### src/rtl/n64_pkg.sv
// Shared types and field positions for the N64 controller status reply.
package n64_pkg;

  localparam int N64_RESP_BITS = 32;

  typedef enum logic [2:0] {
    IDLE,
    WAIT_EDGE,
    SAMPLE,
    WAIT_HIGH,
    STOP,
    DONE,
    ERROR,
    HOLD
  } rx_state_e;

  localparam int BTN_A     = 31;
  localparam int BTN_B     = 30;
  localparam int BTN_Z     = 29;
  localparam int BTN_START = 28;
  localparam int BTN_DU    = 27;
  localparam int BTN_DD    = 26;
  localparam int BTN_DL    = 25;
  localparam int BTN_DR    = 24;
  localparam int BTN_L     = 21;
  localparam int BTN_R     = 20;
  localparam int BTN_CU    = 19;
  localparam int BTN_CD    = 18;
  localparam int BTN_CL    = 17;
  localparam int BTN_CR    = 16;

  localparam int STICK_X_HI = 15;
  localparam int STICK_X_LO = 8;
  localparam int STICK_Y_HI = 7;
  localparam int STICK_Y_LO = 0;

  function automatic logic [7:0] stick_x(input logic [N64_RESP_BITS-1:0] word);
    return word[STICK_X_HI:STICK_X_LO];
  endfunction

  function automatic logic [7:0] stick_y(input logic [N64_RESP_BITS-1:0] word);
    return word[STICK_Y_HI:STICK_Y_LO];
  endfunction

endpackage

### src/rtl/n64_line_sync.sv
// Two-flop synchronizer for the N64 data line with registered edge flags.
// Flops reset high because the line idles high; edge flags lag the level by one cycle.
module n64_line_sync (
  input  logic clk,
  input  logic Reset,
  input  logic data_i,
  output logic line_o,
  output logic fall_o,
  output logic rise_o
);

  logic sync1_q, sync2_q, prev_q;
  logic fall_q, rise_q;

  always_ff @(posedge clk or negedge Reset) begin
    if (!Reset) begin
      sync1_q <= 1'b1;
      sync2_q <= 1'b1;
      prev_q  <= 1'b1;
      fall_q  <= 1'b0;
      rise_q  <= 1'b0;
    end else begin
      sync1_q <= data_i;
      sync2_q <= sync1_q;
      prev_q  <= sync2_q;
      fall_q  <= prev_q & ~sync2_q;
      rise_q  <= ~prev_q & sync2_q;
    end
  end

  assign line_o = sync2_q;
  assign fall_o = fall_q;
  assign rise_o = rise_q;

endmodule

### src/rtl/n64_response_receiver.sv
// Decodes the 32-bit N64 controller status reply plus stop bit from the data line.
//
// state     | meaning
// IDLE      | disarmed, waiting for Enable_Recieve
// WAIT_EDGE | waiting for the falling edge that starts the next bit
// SAMPLE    | counting to the mid-bit sample point
// WAIT_HIGH | bit sampled, waiting for the line to return high
// STOP      | all bits in, waiting for stop-bit fall then rise
// DONE      | reply good, publish it
// ERROR     | timeout or protocol abort, flag it
// HOLD      | frame finished, wait for enable to drop
module n64_response_receiver
  import n64_pkg::*;
#(
  parameter int SAMPLE_DELAY = 100,
  parameter int TIMEOUT      = 1000,
  parameter int NUM_BITS     = N64_RESP_BITS
) (
  input  logic                clk,
  input  logic                Reset,
  input  logic                Enable_Recieve,
  input  logic                Data_In,
  output logic [NUM_BITS-1:0] Controller_Data,
  output logic                Data_Valid,
  output logic                Frame_Error,
  output logic                Busy
);

  localparam int TW = $clog2(TIMEOUT + 1);
  localparam int CW = $clog2(NUM_BITS + 1);
  localparam logic [TW-1:0] TMAX = TW'(TIMEOUT);
  localparam logic [TW-1:0] SDLY = TW'(SAMPLE_DELAY);
  localparam logic [CW-1:0] NBITS = CW'(NUM_BITS);

  logic line, fall, rise;

  n64_line_sync u_sync (
    .clk    (clk),
    .Reset  (Reset),
    .data_i (Data_In),
    .line_o (line),
    .fall_o (fall),
    .rise_o (rise)
  );

  rx_state_e             state_q, state_d;
  logic [TW-1:0]         timer_q, timer_d, timer_inc;
  logic [CW-1:0]         bitcnt_q, bitcnt_d;
  logic [NUM_BITS-1:0]   shift_q, shift_d;
  logic                  stop_fell_q, stop_fell_d;
  logic [NUM_BITS-1:0]   data_q;
  logic                  valid_q, err_q;
  logic                  timeout;

  assign timer_inc = (timer_q == TMAX) ? timer_q : timer_q + 1'b1;
  assign timeout   = (timer_q == TMAX);

  always_comb begin
    state_d     = state_q;
    timer_d     = timer_inc;
    bitcnt_d    = bitcnt_q;
    shift_d     = shift_q;
    stop_fell_d = stop_fell_q;
    case (state_q)
      IDLE: begin
        timer_d = '0;
        if (Enable_Recieve) begin
          state_d  = WAIT_EDGE;
          bitcnt_d = '0;
          shift_d  = '0;
        end
      end
      WAIT_EDGE: begin
        // Silence before the first bit just means no controller is plugged in.
        if (fall) begin
          state_d = SAMPLE;
          timer_d = '0;
        end else if (timeout && bitcnt_q != '0) begin
          state_d = ERROR;
        end
      end
      SAMPLE: begin
        if (timer_q == SDLY) begin
          shift_d  = {shift_q[NUM_BITS-2:0], line};
          bitcnt_d = bitcnt_q + 1'b1;
          state_d  = WAIT_HIGH;
        end
      end
      WAIT_HIGH: begin
        if (line) begin
          state_d     = (bitcnt_q < NBITS) ? WAIT_EDGE : STOP;
          timer_d     = '0;
          stop_fell_d = 1'b0;
        end else if (timeout) begin
          state_d = ERROR;
        end
      end
      STOP: begin
        // The rise flag lags entry into STOP, so only a rise after the stop fall counts.
        if (!stop_fell_q) begin
          if (fall) begin
            stop_fell_d = 1'b1;
            timer_d     = '0;
          end else if (timeout) begin
            state_d = ERROR;
          end
        end else if (rise) begin
          state_d = DONE;
        end else if (timeout) begin
          state_d = ERROR;
        end
      end
      DONE:    state_d = HOLD;
      ERROR:   state_d = HOLD;
      HOLD:    if (!Enable_Recieve) state_d = IDLE;
      default: state_d = IDLE;
    endcase
    if (!Enable_Recieve && state_q != DONE && state_q != ERROR) begin
      state_d = IDLE;
    end
  end

  always_ff @(posedge clk or negedge Reset) begin
    if (!Reset) begin
      state_q     <= IDLE;
      timer_q     <= '0;
      bitcnt_q    <= '0;
      shift_q     <= '0;
      stop_fell_q <= 1'b0;
      data_q      <= '0;
      valid_q     <= 1'b0;
      err_q       <= 1'b0;
    end else begin
      state_q     <= state_d;
      timer_q     <= timer_d;
      bitcnt_q    <= bitcnt_d;
      shift_q     <= shift_d;
      stop_fell_q <= stop_fell_d;
      valid_q     <= (state_q == DONE);
      err_q       <= (state_q == ERROR);
      if (state_q == DONE) data_q <= shift_q;
    end
  end

  assign Controller_Data = data_q;
  assign Data_Valid      = valid_q;
  assign Frame_Error     = err_q;
  assign Busy = (state_q == SAMPLE) || (state_q == WAIT_HIGH) || (state_q == STOP) ||
                (state_q == WAIT_EDGE && bitcnt_q != '0);

endmodule

### config.mk
export PLATFORM = sky130hd
export DESIGN_NAME = n64_response_receiver
export DESIGN_NICKNAME = d
export VERILOG_FILES = /design/src/rtl/n64_pkg.sv /design/src/rtl/n64_line_sync.sv /design/src/rtl/n64_response_receiver.sv
export SDC_FILE = /design/constraint.sdc
export NUM_CORES = 1
export LEC_CHECK = 0
export CELL_PAD_IN_SITES_DETAIL_PLACEMENT = 0
export CELL_PAD_IN_SITES_GLOBAL_PLACEMENT = 2
export CORE_ASPECT_RATIO = 0.6
export CORE_MARGIN = 2
export CORE_UTILIZATION = 32
export CTS_BUF_LIST = sky130_fd_sc_hd__clkbuf_8 sky130_fd_sc_hd__clkbuf_16
export DETAILED_ROUTE_END_ITERATION = 16
export HOLD_SLACK_MARGIN = 0.05
export PLACE_DENSITY_LB_ADDON = 0.15
export SLEW_MARGIN = 10
export SYNTH_ARGS = -nofsm -noshare
export SYNTH_HDL_FRONTEND = slang
export SYNTH_SLANG_ARGS = --single-unit
### constraint.sdc
create_clock -name clk -period 1.7 [get_ports clk]
set_input_delay 0.34 -clock clk [delete_from_list [all_inputs] [get_ports clk]]
set_output_delay 0.34 -clock clk [all_outputs]
set_load 0.02 [all_outputs]
==> out/metrics.csv <==
stage,metric,value,unit
critical_path,CP startpoint kind,flop,
global_routing,initial antenna violation count,0,
detailed_routing,Via density,4.82,
synth,Synth warnings,0,
synth,Mapped Cells,436,
critical_path,R2R Setup Slk,-0.23,ns
critical_path,cell family with most CP delay,simple AND/OR/NAND/NOR gates,
critical_path,crit path kind,reg -> out,
critical_path,CP Max Fanout,2,
sta,clock skew,0.00404,ns
sta,Rel. slew slack,0.704,
placement,port bufs,38,
critical_path,Worst Path Arrival,1.77,ns
global_routing,GRT Util Overall,0.177,
synth,async set-reset flop share out of synthesis,1.00,
critical_path,CP Cell Sequence,"inv_1, ha_1, or4b_4, o21ai_2, a31oi_2, buf_2",
min_path,Hold Startpoint,u_sync.sync1_q$_DFF_PN1_,
global_routing,grt met1 use,0.266,
synth,Synth cell types,47,
critical_path,Crit. End Element,primary output,
min_path,Worst Hold Class,reg -> reg,
clock_network,clock sink count,91,
sta,final setup fails,40,
floorplanning,core area,12100,um2
critical_path,Worst EP required,1.36,ns
synth,main flop type after synthesis,dfrtp_1,
placement,detailed placement HPWL,6680,um
power_and_ir_drop,pwr/cell area,1190,nW/um2
sta,Worst-Margin Slew,0.442,ns
global_routing,global-route wire length before repair,18700,um
synth,Mapped Area,4000,um2
power_and_ir_drop,leakage,2.77,nW
global_routing,GRT busiest layer,met1,
detailed_routing,1st-iter DRT viols,188,
clock_network,TritonCTS buffer count,9,
sta,setup ws final,-0.406,ns
detailed_routing,wire per inst,15.9,um
layout,diode count,0,
synth,Post-synth EDFFs,0,
clock_network,H-tree levels,3,
sta,Final Max Tran Viols,0,
sta,"Min Clock Period, post-route",2.11,ns
clock_network,Worst-path clk slew,0.06,ns
sta,period utilization,1.24,
global_routing,largest net degree at the start of global routing,33,
detailed_routing,DRC violation count after routing,0,
critical_path,CP max stage delay,0.47,ns
min_path,Hold Crit Depth,0,
layout,final core occ,0.498,
global_routing,number of global-route vias before repair,3567,
layout,share of layout cells above drive strength 1,0.329,
synth,Synth area leader,dfrtp_1,
layout,final-stage net count,550,
critical_path,WP buf/inv,2,
synth,register area share after synthesis,0.570,
synth,Syn Area/Cell,9.18,um2
run_status,status,finished with violations,
floorplanning,die height,90.6,um
power_and_ir_drop,Worst VDD drop,0.719,mV
layout,fillcell total,1123,
synth,syn_nets,444,
detailed_routing,DRT antenna net count,0,
clock_network,CTS tree,built,
clock_network,clock insertion delay at the later pin of the skew report,0.33,ns
clock_network,Root Driver,clkbuf_16,
critical_path,Slowest cell on crit path,or4b_4,
sta,hold slack,0.363,ns
floorplanning,FP Rows,31,
critical_path,RR Startpoint,timer_q[0]$_DFF_PN0_,
detailed_routing,via count,3435,
global_routing,GR Util met2,0.255,
floorplanning,die width,148,um
run_status,failing checks,setup timing,
layout,Synth-to-Final Area Change,50.9,%
clock_network,CTS max path bufs,2,
synth,"top cells by area, synth","dfrtp_1, nand2_1, o21ai_1",
detailed_routing,TritonRoute pass-1 iters,4,
placement,routability cong.,0.897,
floorplanning,Starting Density,0.330,
min_path,hold endpoint,u_sync.line_o$_DFF_PN1_,
sta,RSZ-0062 raised after global routing,true,
flow_run,max-cap violations,0,
sta,"Hold Violations, Final",0,
critical_path,Worst Reg-to-Reg Cells,10,
floorplanning,full die area,13500,um2
synth,Synth Register Bits,91,
detailed_routing,final WL,11300,um
floorplanning,Ports,39,
sta,Fmax,0.475,GHz
critical_path,RR Endpoint,shift_q[0]$_DFFE_PN0P_,
synth,top-area cell type share of the netlist area,0.550,
global_routing,GRT overflow,0,
global_routing,grt met3 use,0.0444,
[layout by cell type (no fill, tap or decap), types with 4 or more instances in the layout]
master and count:
nand2_1 146, dfrtp_1 86, buf_4 53, clkdlybuf4s50_1 35, o21ai_2 29, nor2_1 16, nand2_4 14, inv_1 10
nand3_1 10, buf_6 10, clkbuf_16 9, a21oi_1 8, o21ai_1 8, nand2_2 8, nor3_1 6, buf_16 6
buf_12 6, xnor2_1 5, nand2b_1 4
[worst register-to-register path: cells and delay by family (launching register included)]
| kind | cells | cell delay (ns) |
|---|---|---|
| buffers and inverters | 5 | 0.64 |
| flip-flops | 1 | 0.38 |
| adder cells (fa/ha/maj) | 1 | 0.15 |
| AO/OA/AOI/OAI | 2 | 0.39 |
| AND/OR/NAND/NOR | 2 | 0.30 |
[layout make-up]
| class | count | area, um2 | share of cell area |
|---|---|---|---|
| multi-input cells | 311 | 1990 | 0.329 |
| well taps | 165 | 206 | 0.0342 |
| inverters | 13 | 48.8 | 0.00808 |
| clock buffers | 9 | 225 | 0.0373 |
| repair buffers | 116 | 1220 | 0.202 |
| flip-flops and latches | 91 | 2280 | 0.378 |
| clock inverters | 7 | 68.8 | 0.0114 |
[sequential cells by signal (all words and copies together), names as in the netlist]
register	cells
u_sync.line_o	1
Data_Valid	1
shift_q	32
u_sync.fall_o	1
u_sync.rise_o	1
Frame_Error	1
state_q	3
timer_q	10
Controller_Data	32
u_sync.sync1_q	1
bitcnt_q	6
stop_fell_q	1
u_sync.prev_q	1
[Yosys cell counts, drive strengths merged, types with 3 or more instances]
cell type and n:
nor3 6, nor2 16, nor2b 3, dfstp 3
nand2 168, nand3 10, clkbuf 17, or4b 3
ha 4, o21ai 38, nand2b 4, nand4 3
inv 13, a31oi 4, buf 5, dfrtp 88
a21oi 11, or3 3, xor2 3, xnor2 6
[repair_timing]
item	CTS	global route
setup endpoints to repair	41	44
pin swaps	32	23
cloned	9	0
endpoints found under the hold margin	19	0
gates resized for setup	74	52
hold buffers	1	0
buffers inserted	11	11
[worst max path at each step]
stage	startpoint	endpoint	cells after the start
6_report	bitcnt_q[1]$_DFFE_PN0P_	Busy	6
5_1_grt	bitcnt_q[1]$_DFFE_PN0P_	Busy	6
4_1_cts	bitcnt_q[1]$_DFFE_PN0P_	Busy	6
3_5_place_dp	bitcnt_q[1]$_DFFE_PN0P_	Busy	6
3_3_place_gp	bitcnt_q[0]$_DFFE_PN0P_	Busy	6
2_1_floorplan	timer_q[0]$_DFF_PN0_	state_q[1]$_DFFE_PN0P_	7
[cells by family after synthesis]
kind of cell | synth area share
muxes | 0.00250
adders and majority gates | 0.0125
AOI/OAI and AO/OA | 0.106
buffers and inverters | 0.0356
DFF | 0.570
xor gates and xnor gates | 0.0197
and+or+nand+nor | 0.254
[per-stage QoR]
| stage | power, W | std cells | cell area [um2] | TNS, ns | worst slack (ns) |
|---|---|---|---|---|---|
| finish | 0.00722 | 712 | 6040 | -6.77 | -0.406 |
| floorplan | 0.00356 | 436 | 4040 | 0 | 0.0220 |
| global route | 0.00758 | 712 | 6040 | -9.48 | -0.516 |
| CTS | 0.00721 | 708 | 5850 | -5.46 | -0.428 |
| detailed placement | 0.00453 | 671 | 4980 | -6.93 | -0.469 |
| global placement | 0.00452 | 671 | 4980 | -4.61 | -0.446 |
[power by group]
group,switching (W),leakage [nW],internal (W)
combinational,0.00137,1.39,0.00129
clock,0.000841,0.141,0.00113
sequential,0.000163,1.24,0.00242
[layer usage]
layer,part of all wire,routed length (um)
met3,0.041,466
met5,0,0
met4,0.0055,62
met2,0.43,4890
met1,0.52,5890
Power figures use the tool's default switching activity.
